<file path="src/rtl/video_sync_decoder.sv">
// Recovers raster coordinates and data enable from incoming hsync/vsync/de and
// tracks lock against the expected timing, counting every timing mismatch.
module video_sync_decoder #(
   parameter int ACTIVE_H_PIXELS = 1280,
   parameter int H_FRONT_PORCH   = 110,
   parameter int H_SYNCH_WIDTH   = 40,
   parameter int H_BACK_PORCH    = 220,
   parameter int ACTIVE_LINES    = 720,
   parameter int V_FRONT_PORCH   = 5,
   parameter int V_SYNCH_WIDTH   = 5,
   parameter int V_BACK_PORCH    = 20,
   parameter int LOCK_FRAMES     = 2,
   localparam int H_TOTAL  = ACTIVE_H_PIXELS + H_FRONT_PORCH + H_SYNCH_WIDTH + H_BACK_PORCH,
   localparam int V_TOTAL  = ACTIVE_LINES + V_FRONT_PORCH + V_SYNCH_WIDTH + V_BACK_PORCH,
   localparam int HS_START = ACTIVE_H_PIXELS + H_FRONT_PORCH,
   localparam int VS_START = ACTIVE_LINES + V_FRONT_PORCH,
   localparam int SXW      = $clog2(H_TOTAL),
   localparam int SYW      = $clog2(V_TOTAL)
) (
   input  logic           i_clk_pxl,
   input  logic           i_reset,
   input  logic           i_hsync,
   input  logic           i_vsync,
   input  logic           i_de,
   output logic [SXW-1:0] o_sx,
   output logic [SYW-1:0] o_sy,
   output logic           o_de,
   output logic           o_nf,
   output logic           o_locked,
   output logic           o_err,
   output logic [7:0]     o_err_cnt
);

   localparam int FOW = $clog2(LOCK_FRAMES + 1);

   localparam logic [SXW-1:0] SX_LAST    = SXW'(H_TOTAL - 1);
   localparam logic [SYW-1:0] SY_LAST    = SYW'(V_TOTAL - 1);
   localparam logic [SXW-1:0] HS_START_X = SXW'(HS_START);
   localparam logic [SYW-1:0] VS_START_Y = SYW'(VS_START);
   localparam logic [SXW-1:0] ACT_H_X    = SXW'(ACTIVE_H_PIXELS);
   localparam logic [SYW-1:0] ACT_V_Y    = SYW'(ACTIVE_LINES);
   localparam logic [FOW-1:0] LOCK_CNT   = FOW'(LOCK_FRAMES);

   typedef enum logic [1:0] {
      ST_UNLOCKED  = 2'd0,
      ST_H_ALIGNED = 2'd1,
      ST_V_ALIGNED = 2'd2,
      ST_LOCKED    = 2'd3
   } state_t;

   state_t         state_r, state_next_s;
   logic [FOW-1:0] frame_ok_r, frame_ok_next_s, frame_ok_inc_s;
   logic           hs_q_r, vs_q_r;
   logic           hs_rise_s, vs_rise_s;
   logic [SXW-1:0] sx_next_s, sx_load_s;
   logic [SYW-1:0] sy_next_s, sy_load_s;
   logic           origin_s, h_mis_s, v_mis_s, de_mis_s, mis_s;

   // Free-running coordinate prediction and sync-edge realignment
   always_comb begin
      hs_rise_s = i_hsync & ~hs_q_r;
      vs_rise_s = i_vsync & ~vs_q_r;
      sx_next_s = (o_sx == SX_LAST) ? SXW'(0) : o_sx + SXW'(1);
      if (o_sx == SX_LAST) begin
         sy_next_s = (o_sy == SY_LAST) ? SYW'(0) : o_sy + SYW'(1);
      end else begin
         sy_next_s = o_sy;
      end
      sx_load_s = hs_rise_s ? HS_START_X : sx_next_s;
      sy_load_s = vs_rise_s ? VS_START_Y : sy_next_s;
      origin_s  = (sx_next_s == SXW'(0)) && (sy_next_s == SYW'(0));
      h_mis_s   = hs_rise_s ^ (sx_next_s == HS_START_X);
      v_mis_s   = vs_rise_s ^ ((sx_next_s == SXW'(0)) && (sy_next_s == VS_START_Y));
      de_mis_s  = i_de ^ ((sx_next_s < ACT_H_X) && (sy_next_s < ACT_V_Y));
   end

   // Lock FSM: next state, frame counter and mismatch qualification
   always_comb begin
      state_next_s    = state_r;
      frame_ok_next_s = frame_ok_r;
      frame_ok_inc_s  = frame_ok_r + FOW'(1);
      mis_s           = 1'b0;
      case (state_r)
         ST_UNLOCKED: begin
            if (hs_rise_s) begin
               state_next_s = ST_H_ALIGNED;
            end else begin
               state_next_s = ST_UNLOCKED;
            end
         end
         ST_H_ALIGNED: begin
            mis_s = h_mis_s;
            if (h_mis_s) begin
               state_next_s = ST_UNLOCKED;
            end else if (vs_rise_s) begin
               state_next_s    = ST_V_ALIGNED;
               frame_ok_next_s = FOW'(0);
            end else begin
               state_next_s = ST_H_ALIGNED;
            end
         end
         ST_V_ALIGNED: begin
            mis_s = h_mis_s | v_mis_s | de_mis_s;
            // A mismatch pre-empts the frame count on the same cycle
            if (mis_s) begin
               state_next_s = ST_UNLOCKED;
            end else if (origin_s) begin
               frame_ok_next_s = frame_ok_inc_s;
               state_next_s    = (frame_ok_inc_s >= LOCK_CNT) ? ST_LOCKED : ST_V_ALIGNED;
            end else begin
               state_next_s = ST_V_ALIGNED;
            end
         end
         ST_LOCKED: begin
            mis_s = h_mis_s | v_mis_s | de_mis_s;
            if (mis_s) begin
               state_next_s = ST_UNLOCKED;
            end else begin
               state_next_s = ST_LOCKED;
            end
         end
         default: begin
            state_next_s    = ST_UNLOCKED;
            frame_ok_next_s = FOW'(0);
         end
      endcase
   end

   // State, coordinate and output registers; reset wins over everything
   always_ff @(posedge i_clk_pxl) begin
      if (i_reset) begin
         state_r    <= ST_UNLOCKED;
         frame_ok_r <= FOW'(0);
         hs_q_r     <= 1'b1;
         vs_q_r     <= 1'b1;
         o_sx       <= SXW'(0);
         o_sy       <= SYW'(0);
         o_de       <= 1'b0;
         o_nf       <= 1'b0;
         o_locked   <= 1'b0;
         o_err      <= 1'b0;
         o_err_cnt  <= 8'd0;
      end else begin
         state_r    <= state_next_s;
         frame_ok_r <= frame_ok_next_s;
         hs_q_r     <= i_hsync;
         vs_q_r     <= i_vsync;
         o_sx       <= sx_load_s;
         o_sy       <= sy_load_s;
         o_locked   <= (state_next_s == ST_LOCKED);
         o_de       <= (state_next_s == ST_LOCKED) && (sx_load_s < ACT_H_X) && (sy_load_s < ACT_V_Y);
         o_nf       <= (state_next_s == ST_LOCKED) && (sx_load_s == SXW'(0)) && (sy_load_s == SYW'(0));
         o_err      <= mis_s;
         o_err_cnt  <= (mis_s && (o_err_cnt != 8'hFF)) ? o_err_cnt + 8'd1 : o_err_cnt;
      end
   end

endmodule

</file>
<file path="config.mk">
export PLATFORM = sky130hd
export DESIGN_NAME = video_sync_decoder
export DESIGN_NICKNAME = d
export VERILOG_FILES = /design/src/rtl/video_sync_decoder.sv
export SDC_FILE = /design/constraint.sdc
export NUM_CORES = 1
export LEC_CHECK = 0
export CAP_MARGIN = 5
export CORE_MARGIN = 10
export CORE_UTILIZATION = 50
export CTS_CLUSTER_SIZE = 40
export DETAILED_ROUTE_END_ITERATION = 10
export PLACE_DENSITY = 0.75
export SETUP_SLACK_MARGIN = 0.2
export SLEW_MARGIN = 10
export SYNTH_ARGS = -nofsm -noshare
export SYNTH_HDL_FRONTEND = slang
export SYNTH_SLANG_ARGS = --single-unit
</file>
<file path="constraint.sdc">
create_clock -name i_clk_pxl -period 10.95 [get_ports i_clk_pxl]
set_input_delay 2.19 -clock i_clk_pxl [delete_from_list [all_inputs] [get_ports i_clk_pxl]]
set_output_delay 2.19 -clock i_clk_pxl [all_outputs]
set_load 0.02 [all_outputs]
</file>
==> flow_summary.ini <==
[placed_design]
hpwl_um = 4560
portBuffers = 37
gp_congestion = 0.965

[outcome]
status = finished clean

[synthesis]
synthFlopType = dfxtp_1
synth_fp_nets = 327
synth.distinct_cells = 62
synthCells = 317
synth.avg_cell_area_um2 = 7.81
ys_async_sr_fraction_pct = 0
netlist_area_um2 = 2480
ys_ff_latch = 39
yosys_warnings = 0
seq_area_frac_synth_pct = 31.5
synth_edf_count = 0

[critical_path]
crit_required_ns = 11.13
crit_arrival_ns = 4.65
r2r_cells = 10
cp_max_fo = 14
crit_type = reg2reg
worstSetupEndpointType = flop
worstSetupStartpointType = flop

[global_route]
grt_max_degree = 34
track_usage_pct = 14.8
first_global_vias = 2210
grt_antenna_before_repair = 0
grt-ovfl-total = 0
grt_pass1_wl_um = 10500

[min_path]
min_path_cells = 2
hp-class = reg2reg

[finish]
fin_nets = 347
fillers = 424
antennaDiodeCount = 0
layout-drive-gt1-share_pct = 5.04
fin_util_pct = 61.3
area_growth_pct = 17.6

[sta]
final_hold_viol_count = 0
worstMarginPinSlew_ns = 0.926
tns_ns = 0
fin_crit_ns = 4.47
rsz0062_at_grt = no
slew-limit-headroom_pct = 37.8
skew_ns = 0.0108
fin_crit_sh_pct = 40.8
maxSlewViolCount = 0
max_freq_ghz = 0.224
setup_viol = 0
timing.hold.ws_ns = 0.517

[drt]
wirelength_um = 6240
wl_met3_um = 386
first_iter_violations = 148
met1_length_um = 2910
drcViolationCount = 0
drt-wirelength-per-cell_um = 15.4
drtPass1Iterations = 4
ant_nets = 0
vias = 2371
wl_met2_um = 2820
top_layer_used = met4
vias_per_cell = 5.87

[clocking]
cts.path.max_buffers = 2
htree_levels = 2
clock-root-buffer = clkbuf_8
insertion_delay_ns = 0.29
cts.sink_count = 39
cts_hold_buf = 0
path_clk_slew_ns = 0.08
cts_tree = yes
postCtsSetupRepairBufs = 0
cts_resized = 0
cts_buffers = 5

[floorplan]
die_w_um = 90.4
start_util_pct = 52.1
die_h_um = 90.4
io_pins = 38
dieArea_um2 = 8170
core_um2 = 4750
rows = 25

[power]
leakage_nw = 1.00
ir_drop_uv = 78.4
p_per_area_nw_per_um2 = 102
power_mw = 0.296

[job]
maxCapViolations = 0
[state kept, by name, summed over array words and instances (netlist names)]
register    cells
o_de            1
o_err_cnt       8
o_sx           11
o_sy           10
o_err           1
hs_q_r          1
vs_q_r          1
frame_ok_r      2
state_r         2
o_nf            1
o_locked        1
[critical path, cell delays in order, from the launching register on]
cell and delay [ns]:
dfxtp_1 0.52, ha_1 0.42, nand3_1 0.25, nor3_1 0.47, nand3_1 0.14, a2111oi_0 0.60, o221ai_1 0.34, o31a_1 0.40
nor4b_4 0.69, nand4_1 0.19, mux2_1 0.34
[cells by family after synthesis]
group | after synthesis | share of synthesized area, %
AO/OA/AOI/OAI | 61 | 16.9
XOR/XNOR | 14 | 4.95
adder cells (fa/ha/maj) | 5 | 2.53
buffers and inverters | 33 | 5.76
flip-flops | 39 | 31.5
multiplexers | 9 | 3.99
AND/OR/NAND/NOR | 156 | 34.3
[worst paths after layout]
kind / from / end / slack, ns
worst min register to register: state_r[1] / state_r[1] / 0.52
worst max-delay path: o_sx[0] / frame_ok_r[1] / 6.48
worst max register to register: o_sx[0] / frame_ok_r[1] / 6.48
worst min-delay path: state_r[1] / state_r[1] / 0.52
[per-layer routing]
metal  global-route usage, %  vias to the layer above
met5                       0                        -
met4                    5.44                        0
met3                    3.99                       13
met2                    23.1                       67
met1                    19.1                     1094
li1                        -                     1197
[cells in the mapped netlist, types with 7 or more instances]
cell type  count  area share, %
dfxtp_1       39             32
nor2_1        31            4.7
nand2_1       28            4.2
clkbuf_1      18            2.7
nand3_1       18            3.6
a21oi_1       17            3.4
nor3_1        16            3.2
nand4_1       13            3.3
xnor2_1        9            3.2
inv_1          8            1.2
nor2b_1        8            2.0
mux2_1         7            3.2
[area by class of cell]
class                   instances  area (um2)  share of cell area, %
repair buffers                 38         378                   13.0
flip-flops and latches         39         781                   26.8
clock inverters                 1        5.00                  0.172
well taps                      67        83.8                   2.88
clock buffers                   6        82.6                   2.84
inverters                       8        30.0                   1.03
multi-input cells             245        1550                   53.3
[placed cells by master, fill, tap and decap left out, types with 3 or more instances in the layout]
cell / instances
a211oi_1: 3
a21oi_1: 17
a31oi_1: 3
and3_1: 6
and4_1: 4
clkbuf_8: 6
clkdlybuf4s50_1: 37
dfxtp_1: 39
ha_1: 5
inv_1: 8
mux2_1: 7
nand2_1: 28
nand2b_1: 5
nand3_1: 18
nand4_1: 13
nand4b_1: 5
nor2_1: 31
nor2b_1: 8
nor3_1: 16
nor4_1: 4
o211ai_1: 3
o21a_1: 3
o21ai_0: 6
o31ai_1: 3
or2_2: 3
or3_1: 4
xnor2_1: 9
xor2_1: 5
[through the flow]
step | worst slack, ns | cells | cell area, um2
4_1_cts | 6.47 | 404 | 2910
3_5_place_dp | 6.18 | 397 | 2830
5_1_grt | 6.16 | 404 | 2910
6_report | 6.48 | 404 | 2910
2_1_floorplan | 7.16 | 317 | 2480
3_3_place_gp | 6.24 | 397 | 2830
[power breakdown]
part	switching (mW)	internal (mW)
Sequential	0.00933	0.146
Combinational	0.0231	0.0191
Clock	0.0491	0.0495
Total	0.0815	0.215
Power figures use the tool's default switching activity.
